$ cat config.mk
export PLATFORM = sky130hd
export DESIGN_NAME = muldiv_arb_flat
export DESIGN_NICKNAME = d
export VERILOG_FILES = /design/src/rtl/muldiv_arb_if.sv /design/src/rtl/muldiv_arb.sv /design/src/flat_wrapper.sv
export SDC_FILE = /design/constraint.sdc
export NUM_CORES = 2
export LEC_CHECK = 0
export CAP_MARGIN = 5
export CORE_MARGIN = 2
export CORE_UTILIZATION = 45
export DETAILED_ROUTE_END_ITERATION = 8
export GPL_TIMING_DRIVEN = 0
export PLACE_DENSITY = 0.7
export SLEW_MARGIN = 20
export SYNTH_ARGS = -nofsm -noshare
export SYNTH_HDL_FRONTEND = slang
export SYNTH_SLANG_ARGS = --single-unit
$ cat constraint.sdc
create_clock -name clk -period 8.5 [get_ports clk]
set_input_delay 1.275 -clock clk [delete_from_list [all_inputs] [get_ports clk]]
set_output_delay 1.275 -clock clk [all_outputs]
set_load 0.05 [all_outputs]
$ cat src/rtl/muldiv_arb_if.sv
// Issue-side bundle between the issue lanes and the shared multiply/divide unit.
interface muldiv_arb_if #(
  parameter int unsigned LANES = 2,
  parameter int unsigned WIDTH = 32
);
  localparam int unsigned LW = (LANES > 1) ? $clog2(LANES) : 1;

  logic                   flush;
  logic [LANES-1:0]       req;
  logic [2*LANES-1:0]     op;
  logic [WIDTH*LANES-1:0] srca;
  logic [WIDTH*LANES-1:0] srcb;
  logic [LANES-1:0]       grant;
  logic                   busy;
  logic                   done;
  logic [LW-1:0]          done_lane;
  logic [WIDTH-1:0]       hi;
  logic [WIDTH-1:0]       lo;

  modport master (
    output flush, req, op, srca, srcb,
    input  grant, busy, done, done_lane, hi, lo
  );

  modport slave (
    input  flush, req, op, srca, srcb,
    output grant, busy, done, done_lane, hi, lo
  );
endinterface

$ cat src/rtl/muldiv_arb.sv
// Multi-lane arbitrated MIPS-style MULT/MULTU/DIV/DIVU unit with HI/LO result registers.
// Fixed-priority arbitration (highest lane wins); restoring divide, one quotient bit per cycle.
module muldiv_arb #(
  parameter int unsigned LANES   = 2,
  parameter int unsigned WIDTH   = 32,
  parameter int unsigned MUL_LAT = 2
) (
  input logic         clk,
  input logic         resetn,
  muldiv_arb_if.slave bus
);
  localparam int unsigned   LW      = (LANES > 1) ? $clog2(LANES) : 1;
  localparam int unsigned   CW      = $clog2(WIDTH + 1);
  localparam logic [CW-1:0] MulLast = CW'((MUL_LAT > 1) ? MUL_LAT - 2 : 0);
  localparam logic [CW-1:0] DivLast = CW'(WIDTH - 1);

  typedef enum logic [1:0] {StIdle, StMul, StDiv, StDone} state_e;

  state_e           r_state, w_state_nx;
  logic [CW-1:0]    r_cnt;
  logic [LW-1:0]    r_lane, w_sel;
  logic             r_sgn, r_neg_q, r_neg_r;
  // Multiply: raw operands. Divide: r_opa is dividend magnitude, then shifts into the quotient.
  logic [WIDTH-1:0] r_opa, r_opb, r_rem, r_hi, r_lo;

  logic             w_any_req, w_grant_en;
  logic [1:0]       w_sel_op;
  logic [WIDTH-1:0] w_sel_a, w_sel_b;

  always_comb begin
    w_sel     = '0;
    w_any_req = 1'b0;
    w_sel_op  = '0;
    w_sel_a   = '0;
    w_sel_b   = '0;
    for (int i = 0; i < LANES; i++) begin
      if (bus.req[i]) begin
        w_sel     = LW'(i);
        w_any_req = 1'b1;
        w_sel_op  = bus.op[2*i +: 2];
        w_sel_a   = bus.srca[i*WIDTH +: WIDTH];
        w_sel_b   = bus.srcb[i*WIDTH +: WIDTH];
      end
    end
  end

  assign w_grant_en = resetn && !bus.flush && w_any_req &&
                      ((r_state == StIdle) || (r_state == StDone));

  always_comb begin
    bus.grant = '0;
    if (w_grant_en) bus.grant[w_sel] = 1'b1;
  end

  // Multiply datapath; with MUL_LAT == 1 the product is taken straight from the granted lane.
  logic                    w_mul_sgn;
  logic [WIDTH-1:0]        w_mul_a, w_mul_b;
  logic signed [2*WIDTH-1:0] w_ma, w_mb, w_prod;

  assign w_mul_sgn = (MUL_LAT == 1) ? ~w_sel_op[0] : r_sgn;
  assign w_mul_a   = (MUL_LAT == 1) ? w_sel_a : r_opa;
  assign w_mul_b   = (MUL_LAT == 1) ? w_sel_b : r_opb;
  assign w_ma      = {{WIDTH{w_mul_sgn & w_mul_a[WIDTH-1]}}, w_mul_a};
  assign w_mb      = {{WIDTH{w_mul_sgn & w_mul_b[WIDTH-1]}}, w_mul_b};
  assign w_prod    = w_ma * w_mb;

  // Divide datapath: operand magnitudes at grant, one restoring step per cycle.
  logic             w_neg_a, w_neg_b, w_qbit;
  logic [WIDTH-1:0] w_mag_a, w_mag_b, w_rem_nx, w_quo_nx, w_div_hi, w_div_lo;
  logic [WIDTH:0]   w_shift, w_trial;

  assign w_neg_a  = ~w_sel_op[0] & w_sel_a[WIDTH-1];
  assign w_neg_b  = ~w_sel_op[0] & w_sel_b[WIDTH-1];
  assign w_mag_a  = w_neg_a ? -w_sel_a : w_sel_a;
  assign w_mag_b  = w_neg_b ? -w_sel_b : w_sel_b;
  assign w_shift  = {r_rem, r_opa[WIDTH-1]};
  assign w_trial  = w_shift - {1'b0, r_opb};
  assign w_qbit   = ~w_trial[WIDTH];
  assign w_rem_nx = w_qbit ? w_trial[WIDTH-1:0] : w_shift[WIDTH-1:0];
  assign w_quo_nx = {r_opa[WIDTH-2:0], w_qbit};
  assign w_div_lo = r_neg_q ? -w_quo_nx : w_quo_nx;
  assign w_div_hi = r_neg_r ? -w_rem_nx : w_rem_nx;

  always_comb begin
    w_state_nx = r_state;
    unique case (r_state)
      StIdle, StDone: begin
        if (w_grant_en) begin
          if (w_sel_op[1])       w_state_nx = StDiv;
          else if (MUL_LAT == 1) w_state_nx = StDone;
          else                   w_state_nx = StMul;
        end else begin
          w_state_nx = StIdle;
        end
      end
      StMul: begin
        if (bus.flush)             w_state_nx = StIdle;
        else if (r_cnt == MulLast) w_state_nx = StDone;
      end
      StDiv: begin
        if (bus.flush)             w_state_nx = StIdle;
        else if (r_cnt == DivLast) w_state_nx = StDone;
      end
      default: w_state_nx = StIdle;
    endcase
  end

  always_ff @(posedge clk or negedge resetn) begin
    if (!resetn) begin
      r_state <= StIdle;
      r_cnt   <= '0;
      r_lane  <= '0;
      r_sgn   <= 1'b0;
      r_neg_q <= 1'b0;
      r_neg_r <= 1'b0;
      r_opa   <= '0;
      r_opb   <= '0;
      r_rem   <= '0;
      r_hi    <= '0;
      r_lo    <= '0;
    end else begin
      r_state <= w_state_nx;
      unique case (r_state)
        StIdle, StDone: begin
          if (w_grant_en) begin
            r_lane  <= w_sel;
            r_cnt   <= '0;
            r_rem   <= '0;
            r_sgn   <= ~w_sel_op[0];
            r_neg_q <= w_neg_a ^ w_neg_b;
            r_neg_r <= w_neg_a;
            r_opa   <= w_sel_op[1] ? w_mag_a : w_sel_a;
            r_opb   <= w_sel_op[1] ? w_mag_b : w_sel_b;
            if (!w_sel_op[1] && (MUL_LAT == 1)) begin
              r_hi <= w_prod[2*WIDTH-1:WIDTH];
              r_lo <= w_prod[WIDTH-1:0];
            end
          end
        end
        StMul: begin
          if (bus.flush || (r_cnt == MulLast)) r_cnt <= '0;
          else                                 r_cnt <= r_cnt + CW'(1);
          if (!bus.flush && (r_cnt == MulLast)) begin
            r_hi <= w_prod[2*WIDTH-1:WIDTH];
            r_lo <= w_prod[WIDTH-1:0];
          end
        end
        StDiv: begin
          if (bus.flush || (r_cnt == DivLast)) r_cnt <= '0;
          else                                 r_cnt <= r_cnt + CW'(1);
          if (!bus.flush) begin
            r_rem <= w_rem_nx;
            r_opa <= w_quo_nx;
            if (r_cnt == DivLast) begin
              r_hi <= w_div_hi;
              r_lo <= w_div_lo;
            end
          end
        end
        default: ;
      endcase
    end
  end

  assign bus.busy      = (r_state == StMul) || (r_state == StDiv);
  assign bus.done      = (r_state == StDone);
  assign bus.done_lane = r_lane;
  assign bus.hi        = r_hi;
  assign bus.lo        = r_lo;
endmodule

$ cat src/flat_wrapper.sv
// flat-port wrapper written by rule: the top's interface ports become plain ports
module muldiv_arb_flat 
#(
  parameter int unsigned LANES   = 2,
  parameter int unsigned WIDTH   = 32,
  parameter int unsigned MUL_LAT = 2
)
  (clk, resetn, bus_flush, bus_req, bus_op, bus_srca, bus_srcb, bus_grant, bus_busy, bus_done, bus_done_lane, bus_hi, bus_lo);
  muldiv_arb_if #(.LANES(LANES), .WIDTH(WIDTH)) bus_i ();
  input logic clk;
  input logic resetn;
  input wire logic [$bits(bus_i.flush)-1:0] bus_flush;
  input wire logic [$bits(bus_i.req)-1:0] bus_req;
  input wire logic [$bits(bus_i.op)-1:0] bus_op;
  input wire logic [$bits(bus_i.srca)-1:0] bus_srca;
  input wire logic [$bits(bus_i.srcb)-1:0] bus_srcb;
  output wire logic [$bits(bus_i.grant)-1:0] bus_grant;
  output wire logic [$bits(bus_i.busy)-1:0] bus_busy;
  output wire logic [$bits(bus_i.done)-1:0] bus_done;
  output wire logic [$bits(bus_i.done_lane)-1:0] bus_done_lane;
  output wire logic [$bits(bus_i.hi)-1:0] bus_hi;
  output wire logic [$bits(bus_i.lo)-1:0] bus_lo;
  assign bus_i.flush = bus_flush;
  assign bus_i.req = bus_req;
  assign bus_i.op = bus_op;
  assign bus_i.srca = bus_srca;
  assign bus_i.srcb = bus_srcb;
  assign bus_grant = bus_i.grant;
  assign bus_busy = bus_i.busy;
  assign bus_done = bus_i.done;
  assign bus_done_lane = bus_i.done_lane;
  assign bus_hi = bus_i.hi;
  assign bus_lo = bus_i.lo;
  muldiv_arb #(.LANES(LANES), .WIDTH(WIDTH), .MUL_LAT(MUL_LAT)) u_core (.clk(clk), .resetn(resetn), .bus(bus_i));
endmodule
Word-level counts from Yosys, hierarchy flattened. Cells that the tools add are included.

Input bits: 137. Word-level logic and storage cells: 100. Register bits after elaboration: 172. Output and inout port bits: 69.

Bitwise operators: 7. Add/subtract/negate cells: 6. Muxes and demuxes: 44. Reduce and logical (&&, ||, !) cells: 19. Magnitude comparators: 2. Equal/unequal tests: 10. Multiply operators: 1.

Operators with widths (number): two-way mux 32 bit (21); one-hot mux 32 bit (2 select lines) (4); negation 32 bit (4); multiplier 33 x 33 -> 64 bit (1); subtractor 33 x 32 -> 33 bit (1); two-way mux 2 bit (9); two-way mux 6 bit (3); one-hot mux 6 bit (3 select lines) (1); adder 6 x 1 -> 6 bit (second input constant) (1); == test 6 x 5 -> 1 bit (second input constant) (1); zero test 6 bit (1); inequality test 2 x 1 -> 1 bit (second input constant) (3); inequality test 3 x 2 -> 1 bit (second input constant) (2); one-hot mux 2 bit (3 select lines) (1); logical AND 1 bit (5); bitwise AND 1 bit (4); == test 2 bit (second input constant) (2); logical OR 1 bit (4); two-way mux 1 bit (4); AND reduction 2 bit (2); AND reduction 4 bit (1); nonzero test 2 bit (2); AND reduction 3 bit (1); == test 2 x 1 -> 1 bit (second input constant) (1); other kinds (9) (10).

Depth between registers and ports, before layout.
Depth in word-level cells: 8. Gate-level depth with buffers: 32. Depth with buffers taken out: 30.

Worst setup path after synthesis. OpenSTA, ideal clock, no wires.

Path type: register to register. Start: reg u_core.r_opa[25]. End: reg u_core.r_hi[28] (netlist: u_core.bus.hi[28]). Path buffers: 2. Setup slack: 0.252 ns. Stages on the path, launching flop included: 31. Data arrival time: 8.122 ns. Clock period less this slack: 8.248 ns. Library setup time: 0.126 ns. Required time: 8.374 ns. Path through: dfrtp_1 clkbuf_1 clkbuf_1 and2_1 fa_1 inv_1 fa_1 inv_1 fa_1 inv_1 fa_1 inv_1 fa_1 fa_1 fa_1 inv_1 fa_1 inv_1 ha_1 and2_1 a221o_1 o21bai_1 nand4bb_1 o2111ai_2 a32o_1 o21ai_1 a221o_1 a211o_1 o31a_1 xor2_1 a221o_1.

Word-level cells in the longest chain between the ends: 3.

Ends and longest elaborated chain: start, declared (RTL line muldiv_arb.sv:24) `logic [WIDTH-1:0] r_opa, r_opb, r_rem, r_hi, r_lo;`; start signal, assigned (RTL line muldiv_arb.sv:132) `r_opa <= w_sel_op[1] ? w_mag_a : w_sel_a;`; start signal, assigned (RTL line muldiv_arb.sv:153) `r_opa <= w_quo_nx;`; multiplier 33 x 33 -> 64 bit (RTL line muldiv_arb.sv:65) `assign w_prod = w_ma * w_mb;`; two-way mux 32 bit (RTL line muldiv_arb.sv:143) `if (!bus.flush && (r_cnt == MulLast)) begin`; one-hot mux 32 bit (2 select lines) (RTL line muldiv_arb.sv:123) `unique case (r_state)`; end signal, assigned (RTL line muldiv_arb.sv:135) `r_hi <= w_prod[2*WIDTH-1:WIDTH];`; end signal, assigned (RTL line muldiv_arb.sv:144) `r_hi <= w_prod[2*WIDTH-1:WIDTH];`; end signal, assigned (RTL line muldiv_arb.sv:155) `r_hi <= w_div_hi;`; end, declared (RTL line muldiv_arb.sv:24).

Every way passes these cells. The select of a mux whose other input is x is not followed. A chain may end at the register's enable or synchronous reset.

Worst setup path in the final report.
Start: reg u_core.r_opb[20]. End: reg u_core.r_hi[28] (netlist: u_core.bus.hi[28]).

Word-level cells in the longest chain between the ends: 7. Elaborated cells between the ends (all ways): 9. Those cells by class: add/sub (2); mul (1); mux (6).

Ends and longest elaborated chain: start, declared (RTL line muldiv_arb.sv:24); start signal, assigned (RTL line muldiv_arb.sv:133) `r_opb <= w_sel_op[1] ? w_mag_b : w_sel_b;`; subtractor 33 x 32 -> 33 bit (RTL line muldiv_arb.sv:77) `assign w_trial = w_shift - {1'b0, r_opb};`; two-way mux 32 bit (RTL line muldiv_arb.sv:79) `assign w_rem_nx = w_qbit ? w_trial[WIDTH-1:0] : w_shift[WIDTH-1:0];`; negation 32 bit (RTL line muldiv_arb.sv:82) `assign w_div_hi = r_neg_r ? -w_rem_nx : w_rem_nx;`; two-way mux 32 bit (RTL line muldiv_arb.sv:82); two-way mux 32 bit (RTL line muldiv_arb.sv:154) `if (r_cnt == DivLast) begin`; two-way mux 32 bit (RTL line muldiv_arb.sv:151) `if (!bus.flush) begin`; one-hot mux 32 bit (2 select lines) (*) (RTL line muldiv_arb.sv:123).

Every way passes the cells marked *; elsewhere a longest branch is shown, timed or not. The select of a mux whose other input is x is not followed.

==> reports/metrics.csv <==
metric;value;unit
grt-ovfl-total;0;
clock_sinks;172;
dr.first_iter.drc_count;5167;
die_h;341;um
grt_pass1_wl;314000;um
hpwl;176000;um
final-setup-viol-count;10;
synth_cells;5896;
die_width;341;um
drt-vias-per-instance;5.89;
start_util;0.454;
period_needed;8.77;ns
grt_use_total;0.379;
grt_max_degree;84;
worst_pin_slew;1.18;ns
drv_slew;0;
dieArea;0.116;mm^2
drcViolationCount;0;
cts_made_buffers;17;
cpPeakStageDelay;0.68;ns
place_area;0.0552;mm^2
cap_violations;0;
area_delta_synth_final;14.5;%
cts_htree_levels;4;
cts_hold_buffers;0;
yosysTopAreaCellShare;0.441;
cp_max_fo;10;
fin_nets;7708;
synth_edf_count;0;
gp_congestion;1.04;
min_path_type;flip-flop to flip-flop;
path_common_cell;fa_1;
arrival;9.17;ns
cts_buffer_depth;2;
root_buffer;clkbuf_16;
final_area;0.0586;mm^2
rsz0062_at_grt;yes;
finalHoldViolCount;0;
hold_start;u_core.bus.hi[30];
yosysTopAreaCell;fa_1;
cpMaxStageDelayCell;fa_2;
core-area;0.113;mm^2
skew;0.0209;ns
critPathCaptureType;flip-flop;
cp.buffers_inverters;6;
async_flop_share;1.00;
synth_nets;7413;
numPortBuffers;205;
avgRoutedWirePerCell;28.3;um
num_io_pins;206;
grt_pass1_vias;46300;
clkTransAtPathRegs;0.08;ns
place_ws;-2.82;ns
crit_family;adder cells;
reg2reg_from;u_core.r_opb[20];
synth.avg_cell_area;8.68;um^2
dr.pass1.iters;6;
vias;45500;
insertion_delay;0.53;ns
fin_ws;-0.268;ns
yosys_register_bits;172;
status;finished with violations;
violations;setup timing;
slew-limit-headroom;0.214;
ant_nets;0;
fmax;0.114;GHz
startpoint_type;flip-flop;
synth_area;0.0512;mm^2
yosysSeqAreaShare;0.0841;
std_cell_rows;123;
synth_ff_type;dfrtp_1;
critPathRequiredTime;8.90;ns
synth_area_leaders;fa_1, inv_1, dfrtp_1;
routed_wirelength;218000;um
yosys_warnings;0;
drive_above_1_share;0.0978;
timing.final.crit_share;1.03;
synth.distinct_cells;95;
cp-startpoint;u_core.r_opb[20];
cts_tree;built;
antenna_found_initial;25;
worst-setup-path-type;flip-flop to flip-flop;
## through the flow
stage / hold WS [ns] / TNS, ns / util / std cells
floorplan: 0.470 / 0 / - / 5896
global placement: 0.460 / -764.09 / 0.489 / 7601
detailed placement: 0.464 / -65.45 / 0.490 / 7604
CTS: 0.480 / -0.516 / 0.513 / 7681
global route: 0.500 / -2.11 / 0.520 / 7712
finish: 0.480 / -0.966 / 0.520 / 7721
## cell families after synthesis
kind of cell	after synthesis	share of synthesized area
AO/OA/AOI/OAI	849	0.105
AND/OR/NAND/NOR	1749	0.157
adder cells (fa/ha/maj)	1380	0.503
buffers and inverters	1523	0.113
XOR/XNOR	209	0.0358
multiplexers	14	0.00276
flip-flops	172	0.0841
## final cells by class
| type | count | area (um^2) |
|---|---|---|
| clock buffers | 19 | 443 |
| multi-input cells | 4201 | 41900 |
| well taps | 1500 | 1880 |
| repair buffers | 329 | 3180 |
| inverters | 1165 | 4400 |
| flip-flops and latches | 172 | 4430 |
| clock inverters | 13 | 175 |
| diodes | 17 | 42.5 |
| fillers | 10600 | 54100 |
| plain buffers | 305 | 2140 |
## placed cells by master (no fill, tap or decap), types with 109 or more instances in the layout
cell type,synthesis,routed
xnor2_1,116,109
a21oi_1,194,184
nor2_1,212,210
and2_1,332,328
inv_1,1162,1145
fa_1,1126,1104
o21ai_0,271,256
ha_1,254,234
buf_4,3,118
clkdlybuf4s50_1,0,204
nand2_1,971,967
dfrtp_1,172,114
## cell usage after synthesis, drive strengths merged (23+ instances only)
cell type,number
a21o,66
ha,254
clkbuf,304
o21a,23
xor2,93
a31oi,26
fa,1126
inv,1164
o31ai,25
nor2,213
dfrtp,172
o21ai,285
buf,54
a22oi,73
nand3,35
nor3,29
and2,333
and3,35
xnor2,116
a21oi,199
nand2,972
## final timing paths
| check | endpoint | slack (ns) | depth (start not counted) |
|---|---|---|---|
| hold / removal | u_core.bus.hi[30] | 0.48 | 2 |
| max in group asynchronous | u_core.r_opb[8] | 6.72 | 3 |
| setup / recovery | u_core.bus.hi[28] | -0.27 | 28 |
| hold reg to reg | u_core.bus.hi[30] | 0.48 | 2 |
| setup reg to reg | u_core.bus.hi[28] | -0.27 | 28 |
| min in group asynchronous | u_core.bus.hi[27] | 0.58 | 1 |
## layer usage
metal	track usage	share of wire	vias up
li1	-	-	18600
met2	0.554	0.43	3072
met4	0.262	0.087	24
met3	0.126	0.13	880
met1	0.475	0.36	23000
met5	0.00817	0.0013	-
## sequential cells by signal (all words and copies together), names as in the netlist
name and count:
u_core.r_cnt 6, u_core.r_neg_q 1, u_core.r_rem 32, u_core.bus.lo 32
u_core.r_state 2, u_core.r_sgn 1, u_core.bus.done_lane 1, u_core.bus.hi 32
u_core.r_neg_r 1, u_core.r_opb 32, u_core.r_opa 32
## worst register-to-register path: cells and delay by family (launching register included)
kind	cells	cell delay, ns
adder cells (fa/ha/maj)	9	3.64
AO/OA/AOI/OAI	9	2.27
buffers and inverters	6	1.11
AND/OR/NAND/NOR	3	0.88
flip-flops	1	0.56
XOR/XNOR	1	0.17
## timing repair
action,CTS,global route
pin swaps,38,67
setup buffers,89,31
gates resized for setup,517,187
endpoints found under the setup margin,44,22
gates cloned,1,0
Power is left out: the tool's default activity adds up to more than one toggle a clock period on the data nets, which glitch-free logic cannot reach.
==> variant (same settings) <==
Reset style: synchronous (`resetn`), changed in one clocked block.
--- a/src/rtl/muldiv_arb.sv
+++ b/src/rtl/muldiv_arb.sv
@@ -105,7 +105,7 @@
     endcase
   end
 
-  always_ff @(posedge clk or negedge resetn) begin
+  always_ff @(posedge clk) begin
     if (!resetn) begin
       r_state <= StIdle;
       r_cnt   <= '0;
Function: changed (Yosys sat finds a counterexample within 4 cycles, from zero or initial values and one cycle with resetn low; the reset may be asserted at any time).
==> variant against the unedited design <==
- the flow still finishes with violations (setup timing)
- synthesized area increased by 0.28%
- critical path type unchanged
- count of clock-buffer cells in the layout decreased by 2
- sequential cell count unchanged
- first-iteration DRC count increased by 20%
- maximum frequency increased by 1.6%
- synthesized cell count increased by 2.5%
- via count increased by 2.0%
- critical endpoint is now u_core.bus.hi[30]
- wire length increased by 1.8%
- setup slack improved by 140 ps
- clock skew increased by 1.6 ps
- design area decreased by 1.2%
Power is left out: it rests on default switching activity, and per cell area and clock period it moved more than threefold.
==> variant: results (changes against the unedited design) <==
Parameter                              Value

Logic synthesis
  Synth Net Count    7,563 (was 7,413)
  Post-synthesis cell count    6,046 (was 5,896)
  Xor and xnor fraction of the mapped netlist area    3.35% (was 3.58%)
  Proportion of synthesized chip area in sequential cells    6.71% (was 8.41%)
  Compound-gate portion of the synthesized area    10.9% (was 10.5%)
  Count of unique library cells instantiated by Yosys    102 (was 95)
  Top area cells in the synthesized netlist    sky130_fd_sc_hd__fa_1, sky130_fd_sc_hd__inv_1, sky130_fd_sc_hd__dfxtp_1 (was sky130_fd_sc_hd__fa_1, sky130_fd_sc_hd__inv_1, sky130_fd_sc_hd__dfrtp_1)

Placement
  Worst setup timing slack at the placement stage    -2560 ps (was -2820 ps)
  Number of buffers inserted by port buffering    203 (was 205)

Detailed routing
  Number of vias after detailed routing    46,408 (was 45,514)

Run status
  Status    complete, but fails checks (unchanged)
  Violated checks    setup timing (unchanged)

Global routing
  Vias in the first global route    46,525 (was 46,258)
  Global-route track usage on met2    55.1% (was 55.4%)
  Initial antenna violation count    17 (was 25)

Critical path
  Arrival time worst endpoint    8980 ps (was 9170 ps)
  Depth of the worst register-to-register path    30 (was 28)
  Worst path slowest cell    sky130_fd_sc_hd__fa_1 (was sky130_fd_sc_hd__fa_2)

STA
  Worst-case clock skew    22.5 ps (was 20.9 ps)
  Number of setup violations in the final report    2 (was 10)
  Least setup slack across all paths after layout    -127 ps (was -268 ps)
  Setup TNS    -171 ps (was -966 ps)

Clock tree
  Setup Buffers After CTS    29 (was 89)
  Clock latency reported for the late side of the worst-skew pair    480 ps (was 530 ps)
  Resized cells post-CTS    514 (was 517)

Finish
  Number of non-clock buffers    600 (was 634)
  Number of standard cells in the layout, taps in and fillers out    7,799 (was 7,721)
  Multi-input gate share of the layout cell area    73.6% (was 71.5%)
  Fraction of area in non-clock buffers    8.22% (was 9.07%)
[variant: cell count changes in the layout (fill, tap and decap cells not counted), moves of 20 or more]
cell,change
sky130_fd_sc_hd__nor2_1,+137
sky130_fd_sc_hd__dfxtp_1,+126
sky130_fd_sc_hd__dfrtp_1,-114
sky130_fd_sc_hd__nand2_1,-103
sky130_fd_sc_hd__o21ai_0,-51
sky130_fd_sc_hd__buf_4,-44
sky130_fd_sc_hd__dfrtp_2,-35
sky130_fd_sc_hd__o211ai_1,+32
sky130_fd_sc_hd__clkbuf_1,+31
sky130_fd_sc_hd__dfxtp_2,+25
sky130_fd_sc_hd__dfrtp_4,-23
sky130_fd_sc_hd__dfxtp_4,+21
sky130_fd_sc_hd__mux2i_1,+20
[variant: final timing paths]
path	to	start
max	u_core.bus.hi[30]	u_core.r_opa[0]
min	u_core.bus.lo[28]	u_core.bus.lo[28]
max reg2reg	u_core.bus.hi[30]	u_core.r_opa[0]
min reg2reg	u_core.bus.lo[28]	u_core.bus.lo[28]
